===== src/rtl/universal_register.sv =====
// universal_register: WIDTH-bit general-purpose datapath register.
// Supports hold, parallel load, logical shifts with serial inputs, rotates,
// increment and decrement. The carry flag is registered and the zero flag is
// combinational from the register contents.
module universal_register #(
  parameter int unsigned            WIDTH     = 4,
  parameter logic [WIDTH-1:0]       RESET_VAL = {WIDTH{1'b0}}
) (
  input  logic             clk,
  input  logic             rst,
  input  logic             en,
  input  logic [2:0]       op,
  input  logic [WIDTH-1:0] din,
  input  logic             sin_r,
  input  logic             sin_l,
  output logic [WIDTH-1:0] qout,
  output logic             carry,
  output logic             zero
);

  localparam logic [2:0] OP_HOLD = 3'b000;
  localparam logic [2:0] OP_LOAD = 3'b001;
  localparam logic [2:0] OP_SHL  = 3'b010;
  localparam logic [2:0] OP_SHR  = 3'b011;
  localparam logic [2:0] OP_ROL  = 3'b100;
  localparam logic [2:0] OP_ROR  = 3'b101;
  localparam logic [2:0] OP_INC  = 3'b110;
  localparam logic [2:0] OP_DEC  = 3'b111;

  localparam logic [WIDTH-1:0] ONE_VAL = {{(WIDTH-1){1'b0}}, 1'b1};

  logic [WIDTH-1:0] qout_q;
  logic [WIDTH-1:0] qout_d;
  logic             carry_q;
  logic             carry_d;

  // Next-state selection: en low holds everything; otherwise op picks the result.
  always_comb begin
    qout_d  = qout_q;
    carry_d = carry_q;
    if (en) begin
      case (op)
        OP_HOLD: begin
          qout_d  = qout_q;
          carry_d = carry_q;
        end
        OP_LOAD: begin
          qout_d  = din;
          carry_d = 1'b0;
        end
        OP_SHL: begin
          qout_d  = {qout_q[WIDTH-2:0], sin_r};
          carry_d = qout_q[WIDTH-1];
        end
        OP_SHR: begin
          qout_d  = {sin_l, qout_q[WIDTH-1:1]};
          carry_d = qout_q[0];
        end
        OP_ROL: begin
          qout_d  = {qout_q[WIDTH-2:0], qout_q[WIDTH-1]};
          carry_d = qout_q[WIDTH-1];
        end
        OP_ROR: begin
          qout_d  = {qout_q[0], qout_q[WIDTH-1:1]};
          carry_d = qout_q[0];
        end
        OP_INC: begin
          // Wraps modulo 2^WIDTH; carry flags the all-ones to zero wrap.
          qout_d  = qout_q + ONE_VAL;
          carry_d = &qout_q;
        end
        OP_DEC: begin
          // Wraps modulo 2^WIDTH; carry acts as borrow on the zero to all-ones wrap.
          qout_d  = qout_q - ONE_VAL;
          carry_d = ~|qout_q;
        end
        default: begin
          qout_d  = qout_q;
          carry_d = carry_q;
        end
      endcase
    end else begin
      qout_d  = qout_q;
      carry_d = carry_q;
    end
  end

  // State register with synchronous reset taking priority over en and op.
  always_ff @(posedge clk) begin
    if (rst) begin
      qout_q  <= RESET_VAL;
      carry_q <= 1'b0;
    end else begin
      qout_q  <= qout_d;
      carry_q <= carry_d;
    end
  end

  assign qout  = qout_q;
  assign carry = carry_q;
  assign zero  = (qout_q == {WIDTH{1'b0}});

endmodule


===== config.mk =====
export PLATFORM = sky130hd
export DESIGN_NAME = universal_register
export DESIGN_NICKNAME = d
export VERILOG_FILES = /design/src/rtl/universal_register.sv
export SDC_FILE = /design/constraint.sdc
export NUM_CORES = 1
export LEC_CHECK = 0
export BUFFER_PORTS_ARGS = -buffer_cell sky130_fd_sc_hd__buf_2
export CORE_AREA = 5 5 42 44
export CTS_CLUSTER_SIZE = 40
export DETAILED_ROUTE_END_ITERATION = 8
export DIE_AREA = 0 0 47 49
export PLACE_DENSITY = 0.68
export SYNTH_ARGS = -nofsm -noshare
export SYNTH_HDL_FRONTEND = slang
export SYNTH_SLANG_ARGS = --single-unit

===== constraint.sdc =====
create_clock -name clk -period 2.5 [get_ports clk]
set_clock_uncertainty 0.05 [all_clocks]
set_input_delay 0.75 -clock clk [delete_from_list [all_inputs] [get_ports clk]]
set_output_delay 0.75 -clock clk [all_outputs]
set_load 0.03 [all_outputs]

; Word level (Yosys, flattened, before mapping)
; Cells that the tools add are included.
; W data, S select, Z words.
[classes]
n_addsub = 2
eq_ne = 7
muxes = 2
n_bitwise = 1
reduce_logical = 8
[op_table]
columns = operator, count
row1 = $pmux W4 S7, 1
row2 = $eq A3 B3 Y1 const B, 4
row3 = $eq A3 B2 Y1 const B, 2
row4 = $pmux W1 S5, 1
row5 = $add A4 B1 Y4 const B, 1
row6 = $logic_not A4 Y1, 1
row7 = $reduce_and A4 Y1, 1
row8 = $reduce_or A2 Y1, 2
row9 = $reduce_or A4 Y1, 1
row10 = $sub A4 B1 Y4 const B, 1
row11 = $eq A3 B1 Y1 const B, 1
row12 = $logic_not A3 Y1, 1
row13 = $reduce_and A2 Y1, 1
row14 = $logic_not A1 Y1, 1
row15 = $not A1 Y1, 1
[word_totals]
regBits = 5
in_bits = 12
out_inout_bits = 6
elab_cells = 22

; Longest topological paths before layout
; Gate-level depths: netlist (run 1).
[depth]
ltp_word = 3
mapped_depth = 8

; Least setup slack after synthesis (run 1)
; OpenSTA, ideal clock, no wires.
[synth_timing]
path_type = input -> register
from = input port op[1]
to = register qout_q[2], in the netlist qout[2]
setup_time_ps = 119
t_arrival_ps = 2032
setup_slack_ps = 299
cell_stages = 8
n_path_buf = 1
path_cell_list = buf_2 nand3_2 xnor2_1 ha_1 or3b_1 a41o_1 nand2_1 a21oi_1
[synth_between]
elab_chain_cells = 3
elab_cells_between_ends = 11
classes_between = eq/ne: 7 / mux: 1 / bitwise: 1 / reduce/logical: 2
[synth_lines]
columns = element, line_no
row1 = "start, declared", 12  ; input logic [2:0] op,
row2 = "parallel branches: the longest is 3 deep, another holds $pmux W4 S7", --
row3 = "end signal, assigned", 94  ; qout_q <= qout_d;
row4 = "end, declared", 32  ; logic [WIDTH-1:0] qout_q;
; Several ways; the timed one is not identified.
; A chain may end at the register's enable or synchronous reset.

; Worst setup path in the final report (run 1)
[layout_timing]
from = register qout_q[0], in the netlist qout[0]
to = output port zero
[layout_between]
elab_chain_cells = 1
[layout_lines]
columns = element, line_no
row1 = $logic_not A4 Y1, 101  ; assign zero = (qout_q == {WIDTH{1'b0}});
row2 = "end, declared", 18  ; output logic zero
; Every way passes these cells.

==> flow_metrics.py, run 1 <==
metrics = {
    "clock_network": {
        "cts_made_buffers": 3,
        "cts.clk_slew.worst_paths_ps": 40,
        "post_cts_resized": 0,
        "ctsHoldBuffers": 0,
        "clockBufferDepth": 2,
        "clock-sinks": 5,
        "post-cts-setup-buffers": 0,
        "h-tree-depth": 1,
        "worstSkewPairLatency_ps": 240,
        "cts_tree": "yes",
        "cts_root_buf": "clkbuf_4",
    },
    "hold_path": {
        "min_from": "carry",
        "hold_path.class": "flip-flop to flip-flop",
    },
    "setup_path": {
        "critPathRequiredTime_ps": 1700,
        "cp_max_fo": 12,
        "cp-start-kind": "flip-flop",
        "path_cells": "or4_4, inv_1, buf_2",
        "r2r_start": "qout[1]",
        "crit_type": "flip-flop to output pin",
        "critical_path_arrival_ps": 1470,
        "end_kind": "output pin",
        "slowest_stage": "or4_4",
        "critPathBufInv": 2,
        "crit_family": "simple AND/OR/NAND/NOR gates",
        "slowest_delay_ps": 570,
        "startpoint": "qout[0]",
    },
    "synth": {
        "syn_nets": 83,
        "synth_edf_count": 0,
        "synthDistinctLibCells": 36,
        "synth_area_per_cell_um2": 7.63,
        "synth-seq-cells": 5,
        "yosysSeqAreaShare": 0.187,
        "postSynthCellCount": 70,
        "async_flop_share": 0,
        "ys.flop_type": "dfxtp_1",
        "synth.cell_area_um2": 534,
        "ys_warn_count": 0,
    },
    "status": {
        "status": "finished clean",
    },
    "power": {
        "powerDensity_mw_per_mm2": 446,
        "ir_worst_vdd_v": 0.000291,
        "power_frac_clock": 0.316,
        "seqPwrFrac": 0.324,
        "switching_share": 0.348,
        "comb_power_share": 0.360,
        "p_sw_w": 0.000102,
        "power_w": 0.000293,
        "leakagePower_nw": 0.310,
        "p_int_w": 0.000191,
    },
    "route": {
        "vias": 603,
        "drtPass1Iterations": 4,
        "wl_per_cell_um": 13.7,
        "antenna_left": 0,
        "drt_wl_total_mm": 1.44,
        "vias_per_cell": 5.74,
        "drt_first_iter_violations": 13,
        "drcViolationCount": 0,
    },
    "timing": {
        "tightest_slew_ps": 559,
        "tns_ps": 0,
        "slew_headroom": 0.625,
        "period_share": 0.910,
        "finalSetupViolCount": 0,
        "layout_min_cycle_time_ps": 2270,
        "finalHoldViolCount": 0,
        "maxSlewViolCount": 0,
        "fmax_mhz": 440,
        "rsz0062_at_grt": "false",
    },
    "cells_and_area": {
        "seq_area_um2": 100,
        "final_core_utilization": 0.470,
        "fin_nets": 103,
        "areaGrowthSynthToFinish_pct": 23.2,
        "n_antenna_cell": 0,
        "final_layout_size_suffix_gt1_frac": 0.326,
        "multi_input_area_um2": 385,
        "fillers": 149,
    },
    "die": {
        "dieArea_mm2": 0.00230,
        "die_w_um": 47,
        "fp-row-count": 14,
        "io_pins": 18,
        "die_h_um": 49,
        "coreArea_mm2": 0.00140,
        "start_util": 0.381,
    },
    "global_route": {
        "grt_usage": 0.137,
        "grt_max_degree": 16,
        "antenna_found_initial": 0,
        "grt_overflow": 0,
        "grt_pass1_vias": 584,
        "grt_pass1_wl_mm": 2.43,
    },
    "placed_design": {
        "port_buffers": 17,
        "dp_hpwl_mm": 1.05,
        "place_congestion": 0.949,
    },
    "job": {
        "maxCapViolCount": 0,
    },
}
cell families after synthesis:
family                     count (synthesis)  synth area share
adders and majority gates                  1            0.0234
xor gates and xnor gates                   2            0.0328
and+or+nand+nor                           27             0.279
buffers and inverters                      9            0.0913
AOI/OAI and AO/OA                         20             0.272
DFF                                        5             0.187
muxes                                      6             0.115
per-layer routing:
layer	routed length, um	track usage	part of all wire	up-vias
met5	0	0	0	-
met4	0	0.0553	0	0
met3	50	0.0332	0.035	0
met2	761	0.215	0.53	16
met1	630	0.173	0.44	291
li1	-	-	-	296
Yosys cell counts (all sizes together) (3+ instances only):
master | instances | area [um2]
nand2 | 9 | 33.8
buf | 5 | 33.8
inv | 3 | 11.3
nand2b | 3 | 18.8
and3 | 3 | 18.8
a21oi | 4 | 20.0
nor2 | 3 | 11.3
mux2i | 5 | 50.1
o22ai | 3 | 18.8
dfxtp | 5 | 100
sequential cells by signal, indices dropped and copies added, names as in the netlist:
register,flops
qout,4
carry,1
worst register-to-register path, delay by kind of cell (launching register included):
kind	cells	cell delay, ps
compound gates	3	450
xor+xnor	1	130
fa+ha+maj	1	200
flops	1	530
simple gates	1	380
power groups by stage:
| stage | logic [W] | clock network [W] | registers, W |
|---|---|---|---|
| after floorplan | 0.0000687 | 0 | 0.000100 |
| final | 0.000106 | 0.0000929 | 0.0000950 |
| after global routing | 0.000116 | 0.000105 | 0.0000954 |
| after global placement | 0.000105 | 0 | 0.0000958 |
| after detailed placement | 0.000105 | 0 | 0.0000960 |
| after CTS | 0.000106 | 0.0000942 | 0.0000945 |
layout by cell type (no fill, tap or decap):
cell type,instances
o311ai_1,1
a41o_1,1
buf_2,17
mux2_2,1
nand4_1,1
nor3_1,2
o211ai_1,2
mux2i_1,5
o21ai_0,1
nand2b_1,3
a211o_1,1
clkbuf_4,3
nand2_1,9
nor2_1,3
buf_4,4
or3b_1,1
ha_1,1
a211oi_1,1
a2bb2oi_1,1
dfxtp_1,5
nor2b_1,1
or4_4,1
o21ai_1,1
nor3b_1,1
o31ai_2,1
and3_1,3
inv_1,3
a221o_1,1
a21oi_1,4
xnor2_1,2
nand3_2,1
clkbuf_1,1
a31oi_1,1
o22ai_1,3
or2_2,1
a32oi_1,1
final timing paths:
check,endpoint,slack [ps],cells past startpoint
worst min-delay path,carry,410,2
worst min register to register,carry,410,2
worst max register to register,qout[2],710,6
worst max-delay path,zero,230,3
area by class of cell:
type | count | area share
Clock buffer | 4 | 0.0399
Tap cell | 16 | 0.0304
Inverter | 3 | 0.0171
Multi-Input combinational cell | 56 | 0.586
Timing Repair Buffer | 21 | 0.175
Sequential cell | 5 | 0.152
per-stage QoR:
step	hold WS, ps	instances	setup WS (ps)	cell area (um2)
detailed placement	401	101	261	632
CTS	408	105	229	658
global placement	394	101	324	632
finish	411	105	226	658
floorplan	525	70	299	534
global route	442	105	152	658
No activity file was read; power rests on OpenSTA's default activity.
==> run 2: changes to the inputs <==
==> constraint.sdc (replaced) <==
create_clock -name clk -period 2.93 [get_ports clk]
set_clock_uncertainty 0.05 [all_clocks]
set_input_delay 0.879 -clock clk [delete_from_list [all_inputs] [get_ports clk]]
set_output_delay 0.879 -clock clk [all_outputs]
set_load 0.03 [all_outputs]
==> run 2 against run 1 <==
Combinational power down 21%. Cell count down 3.8%. Register-to-register slack better by 450 ps. Power down 16%. Sequential share of layout area up 0.73 points. Die area unchanged. Clock power down 15%. First-iteration DRC count down 69%. Via count down 6.3%. Routed wire length down 2.4%. Worst setup slack better by 300 ps. Critical path type unchanged. Largest cell class unchanged. Highest routed layer is now met4.
==> flow_metrics.py, run 2 (synthesis results as in run 1) <==
metrics = {
    "clock_network": {
        "clockBufferDepth": 2,
        "post_cts_resized": 0,
        "cts_made_buffers": 3,
        "h-tree-depth": 1,
        "ctsHoldBuffers": 0,
        "clock-sinks": 5,
        "cts_tree": "yes",
        "cts.clk_slew.worst_paths_ps": 40,
        "post-cts-setup-buffers": 0,
        "worstSkewPairLatency_ps": 240,
        "cts_root_buf": "clkbuf_4",
    },
    "setup_path": {
        "startpoint": "qout[0]",
        "end_kind": "output pin",
        "r2r_start": "qout[1]",
        "crit_type": "flip-flop to output pin",
        "cp-start-kind": "flip-flop",
        "critPathRequiredTime_ps": 2000,
        "cp_max_fo": 12,
        "critical_path_arrival_ps": 1480,
    },
    "job": {
        "maxCapViolCount": 0,
    },
    "timing": {
        "maxSlewViolCount": 0,
        "setup_ws_ps": 523,
        "tightest_slew_ps": 596,
        "layout_min_cycle_time_ps": 2410,
        "tns_ps": 0,
        "finalSetupViolCount": 0,
        "slew_headroom": 0.601,
        "finalHoldViolCount": 0,
        "rsz0062_at_grt": "false",
        "period_share": 0.821,
        "fmax_mhz": 415,
    },
    "global_route": {
        "grt_overflow": 0,
        "grt_max_degree": 17,
        "grt_pass1_wl_mm": 2.39,
        "grt_usage": 0.135,
        "antenna_found_initial": 0,
        "grt_pass1_vias": 540,
    },
    "die": {
        "die_h_um": 49,
        "dieArea_mm2": 0.00230,
        "io_pins": 18,
        "start_util": 0.381,
        "coreArea_mm2": 0.00140,
        "die_w_um": 47,
        "fp-row-count": 14,
    },
    "cells_and_area": {
        "fillers": 154,
        "final_layout_size_suffix_gt1_frac": 0.294,
        "final_common_cell": "buf_2",
        "fin_area_um2": 628,
        "fin_nets": 99,
        "final_core_utilization": 0.448,
        "areaGrowthSynthToFinish_pct": 17.6,
        "multi_input_area_um2": 385,
        "largest_reg_flops": 4,
        "seq_area_um2": 100,
        "n_antenna_cell": 0,
        "layout_common_cells": "buf_2 (17), nand2_1 (9), mux2i_1 (5), dfxtp_1 (5), a21oi_1 (4)",
    },
    "route": {
        "drt_first_iter_violations": 4,
        "wl_per_cell_um": 13.9,
        "drt_wl_total_mm": 1.41,
        "drtPass1Iterations": 4,
        "vias": 565,
        "antenna_left": 0,
        "vias_per_cell": 5.59,
        "drcViolationCount": 0,
    },
    "power": {
        "switching_share": 0.349,
        "powerDensity_mw_per_mm2": 390,
        "leakagePower_nw": 0.290,
        "power_frac_clock": 0.322,
        "p_sw_w": 0.0000855,
        "power_w": 0.000245,
        "comb_power_share": 0.341,
        "p_int_w": 0.000160,
        "seqPwrFrac": 0.337,
        "ir_worst_vdd_v": 0.000342,
    },
    "placed_design": {
        "dpl_cell_area_um2": 602,
        "pre_cts_slack_ps": 352,
        "dp_hpwl_um": 997,
        "place_congestion": 0.867,
        "port_buffers": 17,
    },
    "hold_path": {
        "min_from": "carry",
        "hold_path.class": "flip-flop to flip-flop",
    },
    "status": {
        "status": "finished clean",
    },
}
-- run 2: per-stage QoR --
step                hold WS [ps]  std cells
detailed placement           394         97
CTS                          399        101
floorplan                    525         70
global placement             391         97
global route                 411        101
finish                       400        101
-- run 2: worst max-delay path, stage by stage, from the launching register on --
cell and delay, ps:
dfxtp_1 420, or4_4 560, inv_1 70, buf_2 190
-- run 2: per-layer routing --
metal	routed length (um)	GRT usage	vias up
met3	56	0.0480	2
met2	733	0.217	12
li1	-	-	289
met1	599	0.174	262
met4	19	0.0138	0
met5	0	0	-
-- run 2: path summary, 6_finish.rpt --
path / slack, ps / to / depth (start not counted)
setup / recovery: 520 / zero / 3
setup reg to reg: 1160 / qout[2] / 6
hold / removal: 400 / carry / 2
hold reg to reg: 400 / carry / 2
-- run 2: area by class of cell --
class / instances / area share
Inverter: 3 / 0.0179
Clock buffer: 4 / 0.0418
Sequential cell: 5 / 0.159
Multi-Input combinational cell: 56 / 0.614
Timing Repair Buffer: 17 / 0.135
Tap cell: 16 / 0.0319
-- run 2: power by group through the flow --
stage	logic [W]	clock network (W)	registers, W
final	0.0000837	0.0000788	0.0000826
after global routing	0.0000921	0.0000872	0.0000837
after detailed placement	0.0000839	0	0.0000835
after CTS	0.0000841	0.0000819	0.0000823
after global placement	0.0000828	0	0.0000835
after floorplan	0.0000586	0	0.0000855
